--- config.mk ---
export PLATFORM = sky130hd
export DESIGN_NAME = stage2_add_ctrl
export DESIGN_NICKNAME = d
export VERILOG_FILES = /design/src/rtl/lenet5_pkg.sv /design/src/rtl/bias_relu_sat.sv /design/src/rtl/stage2_add_ctrl.sv
export SDC_FILE = /design/constraint.sdc
export NUM_CORES = 1
export LEC_CHECK = 0
export CAP_MARGIN = 0
export CORE_MARGIN = 1.5
export CORE_UTILIZATION = 43
export DETAILED_ROUTE_END_ITERATION = 7
export PLACE_DENSITY = 0.81
export SLEW_MARGIN = 5
export SYNTH_ARGS = -nofsm -noshare
export SYNTH_HDL_FRONTEND = slang
export SYNTH_HIERARCHICAL = 1
export SYNTH_SLANG_ARGS = --single-unit
--- constraint.sdc ---
create_clock -name clk -period 3.3 [get_ports clk]
set_input_delay 0.495 -clock clk [delete_from_list [all_inputs] [get_ports clk]]
set_output_delay 0.495 -clock clk [all_outputs]
set_load 0.05 [all_outputs]
--- src/rtl/lenet5_pkg.sv ---
// Shared LeNet-5 datapath definitions.
//   C3_MAP_PIXELS      : output pixels in one C3 feature map (10x10)
//   STAGE2_ADD_LATENCY : fixed latency of the stage2_add adder tree
//   stage2_ctrl_state_t: sequencer states of stage2_add_ctrl
package lenet5_pkg;

  localparam int C3_MAP_PIXELS      = 100;
  localparam int STAGE2_ADD_LATENCY = 3;

  typedef enum logic [1:0] {
    ST_IDLE  = 2'd0,
    ST_RUN   = 2'd1,
    ST_FLUSH = 2'd2,
    ST_DONE  = 2'd3
  } stage2_ctrl_state_t;

endpackage

--- src/rtl/bias_relu_sat.sv ---
// Combinational bias add with saturation and optional ReLU.
// The sum is formed one bit wider than the data, clamped back to the signed
// DATA_WIDTH range, then forced to zero when ReLU is on and it is negative.
// Ports:
//   sum_i     : signed adder-tree result
//   bias_i    : signed bias
//   relu_en_i : zero negative results when high
//   pix_o     : saturated, activated pixel
module bias_relu_sat #(
  parameter int DATA_WIDTH = 16
) (
  input  logic signed [DATA_WIDTH-1:0] sum_i,
  input  logic signed [DATA_WIDTH-1:0] bias_i,
  input  logic                         relu_en_i,
  output logic signed [DATA_WIDTH-1:0] pix_o
);

  // Overflow shows up as the two top bits of the widened sum disagreeing;
  // the top bit then carries the true sign and picks the clamp rail.
  function automatic logic signed [DATA_WIDTH-1:0] sat(
    input logic signed [DATA_WIDTH:0] s
  );
    if (s[DATA_WIDTH] != s[DATA_WIDTH-1]) begin
      sat = s[DATA_WIDTH] ? {1'b1, {(DATA_WIDTH-1){1'b0}}}
                          : {1'b0, {(DATA_WIDTH-1){1'b1}}};
    end else begin
      sat = s[DATA_WIDTH-1:0];
    end
  endfunction

  logic signed [DATA_WIDTH:0]   wide;
  logic signed [DATA_WIDTH-1:0] clamped;

  always_comb begin
    wide    = {sum_i[DATA_WIDTH-1], sum_i} + {bias_i[DATA_WIDTH-1], bias_i};
    clamped = sat(wide);
    pix_o   = (relu_en_i && clamped[DATA_WIDTH-1]) ? '0 : clamped;
  end

endmodule

--- src/rtl/stage2_add_ctrl.sv ---
// Sequencer for the six-input, three-cycle stage2_add channel adder tree in
// the LeNet-5 C3 path. Feeds one 6-channel word per output pixel into the
// adder, tracks the adder latency with a valid shift register, then adds the
// map bias with saturation and optional ReLU, and flags end-of-map.
// Ports:
//   clk, rst_n              : clock, synchronous active-low reset
//   start, bias, relu_en    : begin a map (sampled in IDLE), latched settings
//   in_valid/in_ready/in_data : upstream 6-channel words (channel a in LSBs)
//   add_en, add_data        : adder enable and operands (registered)
//   add_dataout             : adder result
//   out_valid/out_data/out_last : pixel stream to S4, no backpressure
//   busy, done              : not-IDLE flag, one-cycle end-of-map pulse
module stage2_add_ctrl
  import lenet5_pkg::*;
#(
  parameter int DATA_WIDTH  = 16,
  parameter int MAP_PIXELS  = C3_MAP_PIXELS,
  parameter int ADD_LATENCY = STAGE2_ADD_LATENCY
) (
  input  logic                    clk,
  input  logic                    rst_n,
  input  logic                    start,
  input  logic [DATA_WIDTH-1:0]   bias,
  input  logic                    relu_en,
  input  logic                    in_valid,
  output logic                    in_ready,
  input  logic [6*DATA_WIDTH-1:0] in_data,
  output logic                    add_en,
  output logic [6*DATA_WIDTH-1:0] add_data,
  input  logic [DATA_WIDTH-1:0]   add_dataout,
  output logic                    out_valid,
  output logic [DATA_WIDTH-1:0]   out_data,
  output logic                    out_last,
  output logic                    busy,
  output logic                    done
);

  localparam int              CW       = $clog2(MAP_PIXELS + 1);
  localparam logic [CW-1:0]   LAST_IDX = CW'(MAP_PIXELS - 1);

  stage2_ctrl_state_t state_q, state_d;

  logic signed [DATA_WIDTH-1:0] bias_q;
  logic                         relu_q;
  logic [CW-1:0]                in_cnt_q, out_cnt_q;
  logic [6*DATA_WIDTH-1:0]      add_data_q;
  logic                         add_vld_q;
  logic [ADD_LATENCY-1:0]       vpipe_q;
  logic                         out_valid_q, out_last_q;
  logic signed [DATA_WIDTH-1:0] out_data_q;
  logic signed [DATA_WIDTH-1:0] pix;
  logic                         accept;

  bias_relu_sat #(.DATA_WIDTH(DATA_WIDTH)) u_bias_relu_sat (
    .sum_i     (add_dataout),
    .bias_i    (bias_q),
    .relu_en_i (relu_q),
    .pix_o     (pix)
  );

  assign accept = in_valid && in_ready;

  // add_en stays high through FLUSH so the words still inside the adder are
  // not cleared; it only drops in IDLE/DONE, where vpipe is already empty.
  always_comb begin
    state_d  = state_q;
    in_ready = 1'b0;
    add_en   = 1'b0;
    busy     = 1'b1;
    done     = 1'b0;
    unique case (state_q)
      ST_IDLE: begin
        busy = 1'b0;
        if (start) state_d = ST_RUN;
      end
      ST_RUN: begin
        in_ready = 1'b1;
        add_en   = 1'b1;
        if (accept && (in_cnt_q == LAST_IDX)) state_d = ST_FLUSH;
      end
      ST_FLUSH: begin
        add_en = 1'b1;
        // Leave one cycle after the last pixel so done follows out_last.
        if (out_valid_q && out_last_q) state_d = ST_DONE;
      end
      ST_DONE: begin
        done    = 1'b1;
        state_d = ST_IDLE;
      end
      default: state_d = ST_IDLE;
    endcase
  end

  always_ff @(posedge clk) begin
    if (!rst_n) begin
      state_q     <= ST_IDLE;
      bias_q      <= '0;
      relu_q      <= 1'b0;
      in_cnt_q    <= '0;
      out_cnt_q   <= '0;
      add_data_q  <= '0;
      add_vld_q   <= 1'b0;
      vpipe_q     <= '0;
      out_valid_q <= 1'b0;
      out_last_q  <= 1'b0;
      out_data_q  <= '0;
    end else begin
      state_q <= state_d;
      if ((state_q == ST_IDLE) && start) begin
        bias_q    <= bias;
        relu_q    <= relu_en;
        in_cnt_q  <= '0;
        out_cnt_q <= '0;
      end
      if (accept) in_cnt_q <= in_cnt_q + CW'(1);

      // Operand register: a refused/idle slot becomes a zero bubble.
      add_data_q <= accept ? in_data : '0;
      add_vld_q  <= accept;

      // Valid tracks the word through the adder's registers.
      vpipe_q <= {vpipe_q[ADD_LATENCY-2:0], add_vld_q};

      // Output stage
      out_valid_q <= vpipe_q[ADD_LATENCY-1];
      out_last_q  <= vpipe_q[ADD_LATENCY-1] && (out_cnt_q == LAST_IDX);
      if (vpipe_q[ADD_LATENCY-1]) begin
        out_data_q <= pix;
        out_cnt_q  <= out_cnt_q + CW'(1);
      end
    end
  end

  assign add_data  = add_data_q;
  assign out_valid = out_valid_q;
  assign out_data  = out_data_q;
  assign out_last  = out_last_q;

endmodule

==> run_results.csv, run 1 <==
group,metric,value,unit
die,initial_core_util,44.4,%
logic_synthesis,yosysTopAreaCell,"dfxtp_1",
finish,postLayoutCellArea,9110,µm²
clocking,cts_root_buffer,"clkbuf_16",
global_route,grt_overflow,0,
placement,placement.io_buffers,250,
logic_synthesis,synth_seq_cells,151,
finish,fillers,1053,
finish,finalNonFillerCells,1025,
logic_synthesis,ys_seq_area_share,51.0,%
drt,drt_iter0_drc,338,
hold_path,hold_path.startpoint,"add_vld_q",
power,ir_drop,0.000405,V
timing,fmax,341,MHz
timing,fin_crit_sh,89.0,%
worst_setup_path,startpoint_type,"input pin",
logic_synthesis,ys_async_sr_fraction,0,%
logic_synthesis,synth_edf_count,0,
placement,dpl_cell_area,8550,µm²
hold_path,min_to,"vpipe_q[0]",
worst_setup_path,cp_max_fo,3,
logic_synthesis,syn-cell-area,5920,µm²
drt,drc_errors,0,
logic_synthesis,ys_types,60,
power,total_leakage_power,0.00355,µW
logic_synthesis,synth_top_area_share,51.0,%
worst_setup_path,worstReg2RegEnd,"out_data[14]",
global_route,grt_max_degree,57,
global_route,grt_pass1_wl,26300,µm
die,fp.dieArea,14500,µm²
worst_setup_path,regToRegSetupSlack,0.56,ns
power,p_per_area,610,nW/µm²
timing,layout_min_cycle_time,2.94,ns
logic_synthesis,netlist_instances,587,
worst_setup_path,path_buf_inv,1,
worst_setup_path,critical_path.top_delay_family,"compound AO/OA/AOI/OAI gates",
worst_setup_path,cp.arrival,3.25,ns
global_route,grt_pass1_vias,5260,
finish,final_common_cell,"clkdlybuf4s50_1",
global_route,antenna_found_initial,1,
timing,setup_viol_count_final,0,
die,boundaryPins,251,
logic_synthesis,yosys-top-cells-area,"dfxtp_1, and2_1, ha_1, nand2_1, mux2i_1",
timing,clock_skew,0.0109,ns
timing,whs,0.431,ns
finish,nNetsFinal,991,
drt,wl_per_cell,16.5,µm
clocking,clkSinkCount,151,
clocking,cts_buffers,17,
clocking,postCtsHoldBufs,0,
logic_synthesis,syn_nets,743,
clocking,insertion_delay,0.42,ns
worst_setup_path,critPathCaptureType,"flip-flop",
power,p_total,5560,µW
status,outcome,"finished, final reports clean",
clocking,cts_tree,"yes",
drt,drt-pass1-iter-count,4,
job,cap_viol_max_count,0,
die,coreArea,13300,µm²
clocking,path_clk_slew,0.06,ns
clocking,cts_resized,0,
drt,vias_per_cell,4.91,
timing,maxSlewHeadroom,46.2,%
logic_synthesis,avgSynthCellArea,10.1,µm²
timing,tns,0,ns
finish,syn_to_final_growth,53.8,%
placement,placed_cells,992,
logic_synthesis,yosys_warnings,6,
die,die_width,120,µm
timing,hold_viol_final,0,
worst_setup_path,worst_ep_required_time,3.61,ns
finish,drive_gt1_share,7.19,%
hold_path,hp-class,"reg2reg",
worst_setup_path,slowest_delay,0.41,ns
die,die_y,120,µm
hold_path,whs_path_depth,1,
logic_synthesis,synthFlopType,"dfxtp_1",
worst_setup_path,r2r-start,"bias_q[0]",
drt,num_vias,5030,
finish,mostFrequentLayoutCells,"clkdlybuf4s50_1, dfxtp_1, and2_1, nand2_1",
drt,wirelength,16900,µm
placement,hpwl,12800,µm
worst_setup_path,r2r_cells,11,
clocking,cts_setup_buffers,0,
worst_setup_path,crit_slowest_cell,"clkdlybuf4s50_1",
timing,drv_slew,0,
worst_setup_path,worstSetupPathType,"in2reg",
timing,grt_setup_unrepaired,"no",
die,placementRows,42,
worst_setup_path,cp_cell_sequence,"clkdlybuf4s50_1, ha_1, fa_1, a21o_1, a311o_1, a221oi_1, a21oi_1, xnor2_1, a31oi_1, or2_1, mux2i_1, nor2b_1",
drt,drtAntennaViolNets,0,
timing,worst_slew_pin_slew,0.805,ns
placement,place.gp.congestion,0.947,
clocking,max-clock-path-buffers,2,
clocking,cts_max_level,4,
global_route,grt_usage,23.7,%
## metal layers
layer,part of all wire (%),wire (µm),track usage [%]
met2,51,8580,41.4
met4,3.2,538,11.3
met3,9.7,1640,9.81
met1,36,6170,24.5
met5,0,0,0
## worst reg2reg max path: cells and delay by family (launching register included)
family                   cells  cell delay [ns]
adder cells (fa/ha/maj)      2             0.62
AO/OA/AOI/OAI                5             1.08
multiplexers                 1             0.14
AND/OR/NAND/NOR              2             0.30
XOR/XNOR                     1             0.18
flip-flops                   1             0.32
## stage by stage
stage	utilization, %	worst slack (ns)
2_1_floorplan	-	0.579
3_3_place_gp	64.0	0.0156
3_5_place_dp	64.0	-0.0283
4_1_cts	68.3	0.396
5_1_grt	68.3	0.188
6_report	68.3	0.365
## report_power, final
| part | total, µW | switching, µW | leakage (µW) | internal [µW] |
|---|---|---|---|---|
| Sequential | 2020 | 62.7 | 0.00122 | 1950 |
| Combinational | 1700 | 1010 | 0.00205 | 695 |
| Clock | 1840 | 779 | 0.000275 | 1060 |
| Total | 5560 | 1850 | 0.00355 | 3710 |
## flip-flops by register name, summed over array words and instances (netlist names)
register   flops
out_data      16
state_q        2
add_data      96
bias_q        16
vpipe_q        3
relu_q         1
in_cnt_q       7
out_valid      1
add_vld_q      1
out_last       1
out_cnt_q      7
## synth_stat cells (all sizes together), types with 3 or more instances
cell    count
nand2      56
o221ai      3
inv         9
o21a        8
mux2i      20
dfxtp     151
and3        5
and2      103
a31oi       9
nor3        3
ha         22
xnor2       6
nor2       19
o21ai      16
nand4       5
nand3       4
a21o        6
buf        15
or2         5
nor4        3
o211ai      4
a21boi     22
a21oi      23
nor2b      22
clkbuf     15
xor2        5
## cell type report
class | instances | area, µm² | share of cell area (%)
antenna | 1 | 2.50 | 0.0275
clock buffer | 18 | 439 | 4.82
clock inverter | 14 | 124 | 1.36
inverter | 9 | 33.8 | 0.371
multi-input combinational | 397 | 2700 | 29.6
sequential | 151 | 3020 | 33.2
tap | 176 | 220 | 2.42
timing repair buffer | 259 | 2570 | 28.2
## logic make-up after synthesis
kind of cell    Yosys count  share of synthesized area (%)
xor+xnor                 11                           1.63
compound gates          108                           13.2
fa+ha+maj                23                           4.99
mux                      20                           3.59
flops                   151                           51.0
buf+inv                  39                           3.40
simple gates            235                           22.1
## how the worst max path moves through the flow
| stage | start | to | slack [ns] | cells past startpoint |
|---|---|---|---|---|
| after detailed placement | add_dataout[0] | out_data[14] | -0.03 | 12 |
| final | add_dataout[0] | out_data[14] | 0.36 | 12 |
| after global routing | add_dataout[0] | out_data[12] | 0.19 | 12 |
| after floorplan | add_dataout[0] | out_data[14] | 0.58 | 11 |
| after CTS | add_dataout[0] | out_data[14] | 0.40 | 12 |
| after global placement | add_dataout[0] | out_data[14] | 0.02 | 12 |
(Power assumes the default switching activity.)
==> inputs of run 2 (changes only) <==
--- a/config.mk
+++ b/config.mk
@@ -10,7 +10,7 @@
 export CORE_UTILIZATION = 43
 export DETAILED_ROUTE_END_ITERATION = 7
 export PLACE_DENSITY = 0.81
-export SLEW_MARGIN = 5
+export SLEW_MARGIN = 40
 export SYNTH_ARGS = -nofsm -noshare
 export SYNTH_HDL_FRONTEND = slang
 export SYNTH_HIERARCHICAL = 1
==> run_results.csv, run 2 (same netlist as run 1, synthesis figures left out) <==
group,metric,value,unit
status,outcome,"finished, final reports clean",
die,die_width,120,µm
clocking,insertion_delay,0.42,ns
clocking,clkSinkCount,151,
finish,fillers,1051,
clocking,cts_max_level,4,
global_route,grt_overflow,0,
die,initial_core_util,44.4,%
global_route,grt_usage,23.7,%
timing,hold_viol_final,0,
die,boundaryPins,251,
worst_setup_path,startpoint_type,"input pin",
drt,drc_errors,0,
global_route,top_usage_layer,"met2",
clocking,path_clk_slew,0.06,ns
die,fp.dieArea,14500,µm²
finish,largest_reg_flops,96,
power,p_per_area,611,nW/µm²
drt,num_vias,5061,
worst_setup_path,r2r_cells,11,
global_route,grt_max_degree,57,
timing,fmax,341,MHz
finish,post-route-util,68.3,%
worst_setup_path,cp_max_fo,3,
die,placementRows,42,
timing,drv_slew,0,
clocking,max-clock-path-buffers,2,
clocking,cts_resized,0,
placement,placed_cells,992,
hold_path,whs_path_depth,1,
clocking,cts_root_buffer,"clkbuf_16",
drt,drt-pass1-iter-count,5,
clocking,cts_buffers,17,
global_route,grt_pass1_wl,26300,µm
power,total_leakage_power,0.00355,µW
clocking,cts_tree,"yes",
worst_setup_path,worst_ep_required_time,3.61,ns
power,p_total,5570,µW
drt,drtAntennaViolNets,0,
global_route,gr-usage-met3,9.81,%
power,clock_power_share,33.1,%
finish,nNetsFinal,991,
placement,hpwl,12800,µm
power,power_switching,1850,µW
drt,wl_per_cell,16.6,µm
clocking,cts_setup_buffers,0,
worst_setup_path,critPathCaptureType,"flip-flop",
finish,mostFrequentLayoutCells,"clkdlybuf4s50_1, dfxtp_1, and2_1, nand2_1",
timing,maxSlewHeadroom,58.8,%
finish,final_common_cell,"clkdlybuf4s50_1",
placement,placement.io_buffers,250,
timing,worst_slew_pin_slew,0.616,ns
timing,whs,0.431,ns
power,intPower,3710,µW
global_route,grt_pass1_vias,5260,
hold_path,hp-class,"reg2reg",
timing,tns,0,ns
worst_setup_path,regToRegSetupSlack,0.56,ns
drt,vias_per_cell,4.94,
hold_path,min_to,"vpipe_q[0]",
placement,place.gp.congestion,0.947,
timing,fin_crit_sh,88.8,%
finish,syn_to_final_growth,53.9,%
worst_setup_path,worstReg2RegEnd,"out_data[14]",
timing,clock_skew,0.0104,ns
die,die_y,120,µm
timing,layout_min_cycle_time,2.93,ns
worst_setup_path,cp.arrival,3.24,ns
power,p_sw_share,33.3,%
drt,drt_iter0_drc,311,
hold_path,hold_path.startpoint,"add_vld_q",
finish,drive_gt1_share,7.31,%
drt,wirelength,17000,µm
global_route,use_met2,41.4,%
worst_setup_path,worstSetupPathType,"in2reg",
job,cap_viol_max_count,0,
clocking,postCtsHoldBufs,0,
worst_setup_path,r2r-start,"bias_q[0]",
power,sequentialPowerShare,36.2,%
timing,setup_viol_count_final,0,
die,coreArea,13300,µm²
finish,finalNonFillerCells,1025,
power,pwr-share-comb,30.7,%
global_route,grt.met1_usage,24.5,%
timing,grt_setup_unrepaired,"no",
power,ir_drop,0.000405,V
global_route,antenna_found_initial,1,
==> run 2: worst max-delay path by stage <==
stage,from,to,slack [ns]
2_1_floorplan,add_dataout[0],out_data[14],0.58
5_1_grt,add_dataout[0],out_data[12],0.19
3_3_place_gp,add_dataout[0],out_data[14],0.02
4_1_cts,add_dataout[0],out_data[14],0.40
6_report,add_dataout[0],out_data[14],0.37
3_5_place_dp,add_dataout[0],out_data[14],-0.03
==> run 2: routing by layer <==
layer	wire length, µm	vias up
met3	1610	34
met2	8690	198
met5	0	-
met1	6190	2352
li1	-	2477
met4	503	0
==> run 2: worst max-delay path: stages <==
cell and delay [ns]:
clkdlybuf4s50_1 0.41, ha_1 0.23, fa_1 0.41, a21o_1 0.21
a311o_1 0.37, a221oi_1 0.31, a21oi_1 0.13, xnor2_1 0.17
a31oi_1 0.06, or2_1 0.24, mux2i_1 0.14, nor2b_1 0.06
==> run 2: final cells by class <==
type	instances	area, µm²	share of cell area [%]
Tap cell	176	220	2.42
Multi-Input combinational cell	397	2700	29.6
Sequential cell	151	3020	33.2
Clock buffer	18	439	4.82
Inverter	9	33.8	0.371
Antenna cell	1	2.50	0.0275
Clock inverter	14	124	1.36
Timing Repair Buffer	259	2570	28.2
==> run 2: per-stage QoR <==
| step | cell area (µm²) | worst slack [ns] |
|---|---|---|
| 2_1_floorplan | 5920 | 0.579 |
| 3_3_place_gp | 8550 | 0.0156 |
| 3_5_place_dp | 8550 | -0.0283 |
| 4_1_cts | 9110 | 0.396 |
| 5_1_grt | 9110 | 0.188 |
| 6_report | 9110 | 0.369 |
==> run 2: power groups by stage <==
stage	Sequential [µW]	Clock, µW	Combinational, µW
finish	2020	1840	1710
global placement	2050	0	1650
CTS	2020	1880	1700
floorplan	2320	0	889
detailed placement	2060	0	1690
global route	2030	1960	1840
==> variant (flow settings as in run 2) <==
Re-encode `stage2_ctrl_state_t` (4 states) as one-hot, 4 bits wide.
--- a/src/rtl/lenet5_pkg.sv
+++ b/src/rtl/lenet5_pkg.sv
@@ -8,9 +8,9 @@
   localparam int STAGE2_ADD_LATENCY = 3;
 
-  typedef enum logic [1:0] {
-    ST_IDLE  = 2'd0,
-    ST_RUN   = 2'd1,
-    ST_FLUSH = 2'd2,
-    ST_DONE  = 2'd3
+  typedef enum logic [3:0] {
+    ST_IDLE  = 4'b0001,
+    ST_RUN   = 4'b0010,
+    ST_FLUSH = 4'b0100,
+    ST_DONE  = 4'b1000
   } stage2_ctrl_state_t;
 
Check against the original RTL: no difference found for any inputs over 4 cycles, from zero or initial values and one cycle with rst_n low; so few cycles prove little.
==> variant against run 2 <==
Count of clock-buffer cells in the layout rose by 2. Final cell count rose by 1.2%. Final area rose by 1.1%. Setup slack got worse by 0.031 ns. Sequential cell count rose by 2. Sequential share of layout area rose by 0.070 points. Routed wire length rose by 5.0%. Synthesized area rose by 1.0%. Clock skew fell by 0.0033 ns. Critical endpoint is now out_data[12]$_SDFFE_PN0P_.
Power is not compared: it rests on default switching activity, and its combinational part moved more than twofold at a synthesized area within 25%.
==> variant: results (changes against run 2) <==
\begin{tabular}{lr}
\hline
Metric & Value \\
\hline
\multicolumn{2}{l}{\textbf{Run status}} \\
\quad Outcome & finished clean \\
\multicolumn{2}{l}{\textbf{Logic synthesis}} \\
\quad Post-Syn Area per Cell & 9.94 sq um (-1.5\%) \\
\quad Number of different library cells in the post-synthesis netlist & 69 (+15\%) \\
\quad Fraction of the mapped netlist area in compound gates & 14.5\% (+1.3 points) \\
\quad Share of synthesized area spent on multiplexers & 3.24\% (-0.35 points) \\
\quad Sequential area share after synthesis & 51.2\% (+0.16 points) \\
\quad Area contributors post-synth & dfxtp\_1 (51\%), and2\_1 (11\%), ha\_1 (3.8\%) \\
\quad Commonest cells post-synth & dfxtp\_1 (153), and2\_1 (102), a21oi\_1 (42) \\
\quad Synthesized-area fraction occupied by adder cells & 4.10\% (-0.89 points) \\
\quad Net count after synthesis & 754 (+1.5\%) \\
\multicolumn{2}{l}{\textbf{Timing}} \\
\quad Worst setup slack after layout & 0.338 ns (-0.0310 ns) \\
\quad Worst clock skew & 0.00709 ns (-0.00334 ns) \\
\quad Pin slew with the least headroom to its limit & 0.745 ns (+0.129 ns) \\
\quad Final hold slack & 0.435 ns (+0.00429 ns) \\
\multicolumn{2}{l}{\textbf{Detailed routing}} \\
\quad Overall routed net length & 17.8 mm (+5.0\%) \\
\quad Post-detailed-route via-to-cell ratio & 5.10 (+3.2\%) \\
\quad Routed wire length on met3 & 1.44 mm (-10\%) \\
\quad Routed length on met2 & 9.40 mm (+8.2\%) \\
\multicolumn{2}{l}{\textbf{Worst setup path}} \\
\quad Last element of the critical path & out\_data[12]\$\_SDFFE\_PN0P\_ \\
\quad R2R setup slack & 0.54 ns (-0.02 ns) \\
\multicolumn{2}{l}{\textbf{Placement}} \\
\quad Post-detailed-placement cell area & 0.00865 sq mm (+1.2\%) \\
\quad Worst-case setup slack after placement & -0.0856 ns (-0.0572 ns) \\
\quad Placer's final routability congestion estimate & 0.866 (-8.5\%) \\
\quad Placed cell count & 1007 (+1.5\%) \\
\quad Detailed placer's ending HPWL & 13.4 mm (+4.5\%) \\
\multicolumn{2}{l}{\textbf{Global routing}} \\
\quad Met3 track demand over resource & 10.2\% (+0.43 points) \\
\quad Number of global-route vias before repair & 5391 (+2.5\%) \\
\quad Antenna violations before repair & 0 (-1) \\
\quad M2 GR Usage & 43.6\% (+2.2 points) \\
\quad First-pass GRT wire length & 27.3 mm (+3.7\%) \\
\multicolumn{2}{l}{\textbf{Layout}} \\
\quad Antenna cell count & 0 (-1) \\
\hline
\end{tabular}
variant: area by class of cell:
cell class	instances	area (sq um)
Fill cell	1006	4180
Sequential cell	153	3060
Multi-Input combinational cell	404	2710
Timing Repair Buffer	264	2620
Clock buffer	20	467
Tap cell	176	220
Clock inverter	10	97.6
Inverter	10	37.5
variant: how the worst min path moves through the flow:
stage                         startpoint                    end  depth (start not counted)
floorplan           add_vld_q$_SDFF_PN0_  vpipe_q[0]$_SDFF_PN0_                          1
CTS                 add_vld_q$_SDFF_PN0_  vpipe_q[0]$_SDFF_PN0_                          1
detailed placement  add_vld_q$_SDFF_PN0_  vpipe_q[0]$_SDFF_PN0_                          1
global route        add_vld_q$_SDFF_PN0_  vpipe_q[0]$_SDFF_PN0_                          1
finish              add_vld_q$_SDFF_PN0_  vpipe_q[0]$_SDFF_PN0_                          1
global placement    add_vld_q$_SDFF_PN0_  vpipe_q[0]$_SDFF_PN0_                          1
